**src/rtl/load_store_unit_pkg.sv**
```systemverilog
`default_nettype none
// +---------------------------------------------------------------------------+
// | load_store_unit_pkg : shared funct3/state types and constants for the LSU |
// | Revision 1.0                                                              |
// +---------------------------------------------------------------------------+
package load_store_unit_pkg;

  typedef enum logic [2:0] {
    BYTE   = 3'b000,
    HALF   = 3'b001,
    WORD   = 3'b010,
    DOUBLE = 3'b011,
    BYTE_U = 3'b100,
    HALF_U = 3'b101,
    WORD_U = 3'b110
  } funct3_t;

  typedef enum logic [2:0] {
    IDLE  = 3'd0,
    REQ0  = 3'd1,
    WAIT0 = 3'd2,
    REQ1  = 3'd3,
    WAIT1 = 3'd4,
    RESP  = 3'd5
  } lsu_state_t;

  localparam logic [63:0] OUTPORT_ADDR = 64'hFFFC;

  // Stores have no unsigned forms, so any store with funct3[2] set is illegal.
  function automatic logic funct3_illegal(input logic [2:0] f3, input logic we,
                                          input int unsigned xlen);
    logic bad;
    bad = (f3 == 3'b111) || (we && f3[2]);
    if (xlen == 32) bad = bad || (f3 == DOUBLE) || (f3 == WORD_U);
    return bad;
  endfunction

endpackage
`default_nettype wire

```
**src/rtl/load_store_unit_align.sv**
```systemverilog
`default_nettype none
// +---------------------------------------------------------------------------+
// | lsu_align : byte-lane enables, store-data shift and load-data extension   |
// | Revision 1.0                                                              |
// +---------------------------------------------------------------------------+
module lsu_align
  import load_store_unit_pkg::*;
#(
  parameter int XLEN = 32
) (
  input  logic [2:0]                  funct3,
  input  logic [$clog2(XLEN/8)-1:0]   off,
  input  logic [XLEN-1:0]             wdata,
  input  logic [2*XLEN-1:0]           rdata,
  output logic [2*(XLEN/8)-1:0]       be,
  output logic [2*XLEN-1:0]           wdata_sh,
  output logic [XLEN-1:0]             rdata_ext
);

  localparam int NB = XLEN / 8;
  localparam int MW = 2 * NB;
  localparam int WW = 2 * XLEN;

  logic [MW-1:0]   mask;
  logic [XLEN-1:0] raw;
  logic [XLEN-1:0] dmask;
  logic            msb;

  // Two-beat views: the upper half of be/wdata_sh belongs to the second beat.
  always_comb begin
    raw = XLEN'(rdata >> {off, 3'b000});
    case (funct3[1:0])
      2'b00: begin mask = MW'(8'h01); dmask = XLEN'(8'hFF);         msb = raw[7];      end
      2'b01: begin mask = MW'(8'h03); dmask = XLEN'(16'hFFFF);      msb = raw[15];     end
      2'b10: begin mask = MW'(8'h0F); dmask = XLEN'(32'hFFFF_FFFF); msb = raw[31];     end
      default: begin mask = MW'(8'hFF); dmask = '1;                 msb = raw[XLEN-1]; end
    endcase
    be        = mask << off;
    wdata_sh  = WW'(wdata) << {off, 3'b000};
    rdata_ext = (raw & dmask) | ({XLEN{msb & ~funct3[2]}} & ~dmask);
  end

endmodule
`default_nettype wire

```
**src/rtl/load_store_unit.sv**
```systemverilog
`default_nettype none
// +---------------------------------------------------------------------------+
// | load_store_unit : core-to-memory LSU with misaligned split and out-port   |
// | Revision 1.0                                                              |
// +---------------------------------------------------------------------------+
module load_store_unit
  import load_store_unit_pkg::*;
#(
  parameter int          XLEN         = 32,
  parameter logic [63:0] OUTPORT_ADDR = load_store_unit_pkg::OUTPORT_ADDR,
  parameter int          OUTPORT_W    = 32
) (
  input  logic                 clk,
  input  logic                 rst,
  input  logic                 req_valid,
  output logic                 req_ready,
  input  logic                 req_we,
  input  logic [2:0]           req_funct3,
  input  logic [XLEN-1:0]      req_addr,
  input  logic [XLEN-1:0]      req_wdata,
  output logic                 resp_valid,
  output logic [XLEN-1:0]      resp_rdata,
  output logic                 resp_err,
  output logic                 mem_req,
  input  logic                 mem_gnt,
  output logic                 mem_we,
  output logic [XLEN-1:0]      mem_addr,
  output logic [XLEN/8-1:0]    mem_be,
  output logic [XLEN-1:0]      mem_wdata,
  input  logic                 mem_rvalid,
  input  logic [XLEN-1:0]      mem_rdata,
  output logic [OUTPORT_W-1:0] outport
);

  localparam int NB   = XLEN / 8;
  localparam int OFFW = $clog2(NB);

  lsu_state_t        state, state_nx;
  logic              we_q;
  logic [2:0]        f3_q;
  logic [XLEN-1:0]   addr_q, wdata_q, beat0_q;
  logic              accept, illegal_in, to_outport, split;
  logic [XLEN-1:0]   base, rdata_ext;
  logic [2*NB-1:0]   be2;
  logic [2*XLEN-1:0] wd2, rpair;

  assign req_ready  = (state == IDLE);
  assign accept     = req_valid && req_ready;
  assign illegal_in = funct3_illegal(req_funct3, req_we, XLEN);
  assign to_outport = req_we && (req_addr == OUTPORT_ADDR[XLEN-1:0]);
  assign base       = {addr_q[XLEN-1:OFFW], OFFW'(0)};
  assign split      = |be2[2*NB-1:NB];
  // The beat arriving this cycle is used directly so the response needs no extra cycle.
  assign rpair = {(state == WAIT1) ? mem_rdata : {XLEN{1'b0}},
                  (state == WAIT0) ? mem_rdata : beat0_q};

  lsu_align #(.XLEN(XLEN)) u_align (
    .funct3    (f3_q),
    .off       (addr_q[OFFW-1:0]),
    .wdata     (wdata_q),
    .rdata     (rpair),
    .be        (be2),
    .wdata_sh  (wd2),
    .rdata_ext (rdata_ext)
  );

  always_ff @(posedge clk or posedge rst) begin
    if (rst) state <= IDLE;
    else     state <= state_nx;
  end

  always_comb begin
    state_nx  = state;
    mem_req   = 1'b0;
    mem_we    = 1'b0;
    mem_addr  = '0;
    mem_be    = '0;
    mem_wdata = '0;
    case (state)
      IDLE:  if (accept) state_nx = (illegal_in || to_outport) ? RESP : REQ0;
      REQ0: begin
        mem_req   = 1'b1;
        mem_we    = we_q;
        mem_addr  = base;
        mem_be    = be2[NB-1:0];
        mem_wdata = wd2[XLEN-1:0];
        if (mem_gnt) state_nx = WAIT0;
      end
      WAIT0: if (mem_rvalid) state_nx = split ? REQ1 : RESP;
      REQ1: begin
        mem_req   = 1'b1;
        mem_we    = we_q;
        mem_addr  = base + XLEN'(NB);
        mem_be    = be2[2*NB-1:NB];
        mem_wdata = wd2[2*XLEN-1:XLEN];
        if (mem_gnt) state_nx = WAIT1;
      end
      WAIT1: if (mem_rvalid) state_nx = RESP;
      RESP:    state_nx = IDLE;
      default: state_nx = IDLE;
    endcase
  end

  always_ff @(posedge clk or posedge rst) begin
    if (rst) begin
      we_q       <= 1'b0;
      f3_q       <= '0;
      addr_q     <= '0;
      wdata_q    <= '0;
      beat0_q    <= '0;
      outport    <= '0;
      resp_valid <= 1'b0;
      resp_rdata <= '0;
      resp_err   <= 1'b0;
    end else begin
      resp_valid <= (state_nx == RESP);
      resp_rdata <= '0;
      resp_err   <= 1'b0;
      if (accept) begin
        we_q     <= req_we;
        f3_q     <= req_funct3;
        addr_q   <= req_addr;
        wdata_q  <= req_wdata;
        resp_err <= illegal_in;
        if (!illegal_in && to_outport) outport <= req_wdata[OUTPORT_W-1:0];
      end
      if (state == WAIT0 && mem_rvalid) beat0_q <= mem_rdata;
      if ((state == WAIT0 || state == WAIT1) && mem_rvalid && state_nx == RESP && !we_q)
        resp_rdata <= rdata_ext;
    end
  end

endmodule
`default_nettype wire

```
**config.mk**
```make
export PLATFORM = sky130hd
export DESIGN_NAME = load_store_unit
export DESIGN_NICKNAME = d
export VERILOG_FILES = /design/src/rtl/load_store_unit_pkg.sv /design/src/rtl/load_store_unit_align.sv /design/src/rtl/load_store_unit.sv
export SDC_FILE = /design/constraint.sdc
export NUM_CORES = 1
export LEC_CHECK = 0
export ABC_AREA = 1
export CORE_MARGIN = 3
export CORE_UTILIZATION = 50
export CTS_CLUSTER_DIAMETER = 40
export DETAILED_ROUTE_END_ITERATION = 10
export GPL_TIMING_DRIVEN = 0
export PLACE_DENSITY = 0.82
export SLEW_MARGIN = 20
export SYNTH_ARGS = -nofsm -noshare
export SYNTH_HDL_FRONTEND = slang
export SYNTH_HIERARCHICAL = 1
export SYNTH_SLANG_ARGS = --single-unit
```
**constraint.sdc**
```tcl
create_clock -name clk -period 14 [get_ports clk]
set_input_delay 2.1 -clock clk [delete_from_list [all_inputs] [get_ports clk]]
set_output_delay 2.1 -clock clk [all_outputs]
set_load 0.01 [all_outputs]
```
# Word-level counts from Yosys, hierarchy flattened
# Cells that the tools add are included.
# word_totals
reg_bits	169
input_bits	105
output_inout_bits	137
wordCells	71
# op_classes
add_sub_neg	1
n_eq_ne	11
n_shift	3
muxes	20
bitwise	6
reduce_logical	20
# ops
operator	n
$pmux 32 s2	3
$mux 32	3
$and 32x32->32	2
$shl 32x5->64	1
$shr 64x5->32	1
$add 32x3->32 const B	1
$eq 32x16->1 const B	1
$not 32->32	1
$or 32x32->32	1
$pmux 8 s3	1
$mux 3	7
$pmux 3 s5	1
$eq 3x3->1 const B	4
$eq 3x2->1 const B	3
$logic_and 1x1->1	8
$pmux 4 s2	1
$shl 8x2->8	1
$logic_or 1x1->1	5
$reduce_or 4->1	1
$eq 3x1->1 const B	1
$logic_not 3->1	1
$mux 1	3
$eq 2x1->1 const B	1
$eq 2x2->1 const B	1
7 further kinds	8

# Depth between registers and ports, before layout
# depth
ltp_word	12
ltp_mapped	16
depth_no_buf	14

# By module
# Netlist, hierarchy kept.
# modules_own_cells
module	instances	cells_each	area_each_um2	seq_area_each_um2
load_store_unit	1	1087	8597.0	4229.1
lsu_align	1	401	1919.3	0.0

# Worst setup path after synthesis
# No wires, ideal clock.
# synth_path
path_type	reg2out
startpoint	register addr_q[0]
endpoint	output port mem_be[0]
arrival_time_ns	1.472
required_ns	11.900
path_slack_ns	10.428
stages_incl_launch_ff	8
n_path_buf	3
cell_sequence	dfrtp_1 -> buf_2 -> buf_2 -> buf_2 -> o21ai_0 -> a21oi_1 -> inv_1 -> o21ai_0
# synth_between
elab_chain_cells	2
# synth_rtl
element	line	text
start, declared	load_store_unit.sv:41	logic [XLEN-1:0] addr_q, wdata_q, beat0_q;
start signal, assigned	load_store_unit.sv:122	addr_q <= req_addr;
$shl 8x2->8	load_store_unit_align.sv:38	be = mask << off;
named net be2[4]	load_store_unit.sv:44	logic [2*NB-1:0] be2;
$pmux 4 s2	load_store_unit.sv:79	case (state)
end, declared	load_store_unit.sv:28	output logic [XLEN/8-1:0] mem_be,
# The timed path passes the listed nets, and every way through them passes these cells.

# Worst setup path after layout
# layout_path
startpoint	register state[1]
endpoint	output port mem_addr[14]
# layout_between
elab_chain_cells	2
elab_cells_between_ends	3
classes_between	eq/ne: 2; mux: 1
# layout_rtl
element	line	text
start, declared	load_store_unit.sv:38	lsu_state_t state, state_nx;
start signal, assigned	load_store_unit.sv:69	else state <= state_nx;
$eq 3x2->1 / $eq 3x1->1 (equally long branches)	load_store_unit.sv:79	
$pmux 32 s2 (*)	load_store_unit.sv:79	
end, declared	load_store_unit.sv:27	output logic [XLEN-1:0] mem_addr,
# Mark *: on every way between the ends. The rest lies on a longest branch, timed or not.

==> results.md <==
- Period minus WS final: 5.18 ns
- R2r startpoint: state[1]
- CTS buffer count: 17
- # IOs: 242
- Buffers and inverters on the worst path: 4
- GRT Util Overall: 35.2%
- Later-pin clock latency in the skew report: between 0.4 and 0.5 ns
- Via-per-instance ratio: 5.59
- Ys Warns: 6
- Critical Path End: mem_addr[14]
- CTS clock-pin slew for the worst setup and hold paths: 0.07 ns
- CP startpoint kind: flip-flop
- Final Skew: 0.0141 ns
- RSZ-0062 raised after global routing: no
- Final period util: between 30% and 40%
- Die ar.: 22700 um^2
- DP HPWL: 31.1 mm
- Max stage delay cell, worst path: clkdlybuf4s50_1
- Met1 wire length: ~16 mm
- Reg2reg setup slack: approximately 11 ns
- Design area: about 14000 um^2
- Wirelength per Cell: 19.8 um
- Cells after Synth: 1480
- # port buffers: 239
- Core area: 20400 um^2
- DRT Pass-1 Iters: 7
- Worst Tran Pin Value: 1.11 ns
- Share of cells above drive strength 1: 8.75%
- Hold Vio Cnt, Final: 0
- Top cell family by delay on the critical path: buffers and inverters
- CP Depth: 7
- Worst reg2reg endpoint: resp_rdata[8]
- Critical Path End Type: output pin
- WS Path Type: reg2out
- CTS tree: yes
- Mapped Area: 10500 um^2
- Status: finished clean
- DR iter-0 viols: 1188
- Post-CTS setup buffer count: 0
- Pwr/cell area: 208 nW/um^2
- Critical path origin: state[1]
- Area after DPL: 13300 um^2
- Post_cts resized: 0
- CP arrival: 3.08 ns
- Most common cell after layout, fill and taps aside: nand2_1
- Final setup TNS: 0 ns
- Max Cap Viol: 0
- DR DRC count: 0
- Nets: between 1.5k and 2k
- VDD IR max: approximately 0.11 mV
- Min-delay src: outport[22]
- First-pass GRT wire length: 61.0 mm
- Critical path fanouts, max: 10
- CTS sink cnt: 169
- Highest Signal Layer: met5
- # setup viols final: 0
- Slowest cell delay on critical path: 0.63 ns
- Most frequent cells in the layout: 391 x nand2_1, 239 x clkdlybuf4s50_1, 178 x inv_1
- Leakage: 0.00668 uW
- Root buf cell: clkbuf_16
- Die Wd: roughly 150 um
- Chip Height: about 150 um
- Slew Viols, Final: 0
- Pin count of the biggest net entering global routing: 100
- Grt total ovfl: 0
- Synthesized area per cell: 7.09 um^2
- GPL Wtd Cong: 1.04
- Pre-CTS setup slack: about 9.3 ns
- Power, Total: around 2900 uW
- Vias in the first global route: 10.9k
- Num rows: 52
- Final wirelength: 40.2 mm
- Final hold slack: 0.476 ns
- Initial antenna violation count: 3
- Worst Hold Class: reg2reg
- Required @ worst endpoint: ~12 ns
- Final WS setup: 8.82 ns
- Post-route ant nets: 0
- Met2 wire length: 18.4 mm
- Max Fclk: 193 MHz
- Hold Buf Count CTS: 0
- Relative slew margins: 25.3%
- Clk buf depth: 2
- Vias: 11.4k
- H-tree Lvls: 4
- Reg2Reg Depth: 12
- Met3 WL: between 3 and 4 mm
- Area Growth Syn to Fin: 32.2%
- Initial Utilization: between 50% and 60%
- Critical Path, Cell by Cell: inv_1, nand3_1, clkinv_1, clkbuf_1, nand2_1, a21boi_0, clkdlybuf4s50_1
==> flip-flops by register name, summed over array words and instances (netlist names) <==
name,cells
beat0_q,32
resp_err,1
resp_rdata,32
wdata_q,32
f3_q,3
addr_q,32
resp_valid,1
outport,32
state,3
we_q,1
==> how the worst min path moves through the flow <==
| stage | endpoint | cells past startpoint |
|---|---|---|
| final | outport[22] | 2 |
| after global routing | outport[9] | 2 |
| after CTS | outport[23] | 2 |
| after detailed placement | outport[23] | 2 |
| after global placement | outport[9] | 2 |
| after floorplan | addr_q[0] | 2 |
==> area by class of cell <==
| class | instances | area [um^2] |
|---|---|---|
| clock buffers | 19 | 443 |
| repair buffers | 240 | 2420 |
| flip-flops and latches | 169 | 4230 |
| fillers | 1766 | 6570 |
| plain buffers | 94 | 467 |
| clock inverters | 13 | 131 |
| diodes | 2 | 5.00 |
| multi-input cells | 1036 | 5110 |
| inverters | 189 | 719 |
| well taps | 270 | 338 |
==> routing by layer <==
layer,track usage [%],up-vias
li1,-,5281
met1,46.5,5282
met2,57.2,682
met3,6.79,110
met4,14.5,2
met5,0,-
==> per-stage QoR <==
step           cells  util (%)
3_5_place_dp    1998      65.0
2_1_floorplan   1488         -
6_report        2032      67.8
4_1_cts         2030      67.8
5_1_grt         2031      67.8
3_3_place_gp    1997      64.8
==> power by group <==
group / switching [uW] / total, uW / internal (uW)
clock network: 219 / 474 / 255
logic: 1030 / 1620 / 592
registers: 149 / 782 / 633
==> worst reg2reg max path, stage by stage (launching register included) <==
cell and delay, ns:
dfrtp_1 0.55, nand3_1 0.22, buf_2 0.23, buf_1 0.24, o21ai_0 0.52, nand2_1 0.15, nand3_1 0.12, nand3_1 0.12
nand3_4 0.14, nand3_2 0.19, nand2_1 0.18, inv_1 0.07, nor2_2 0.09
Note: power is estimated with default switching activity, not from simulation.
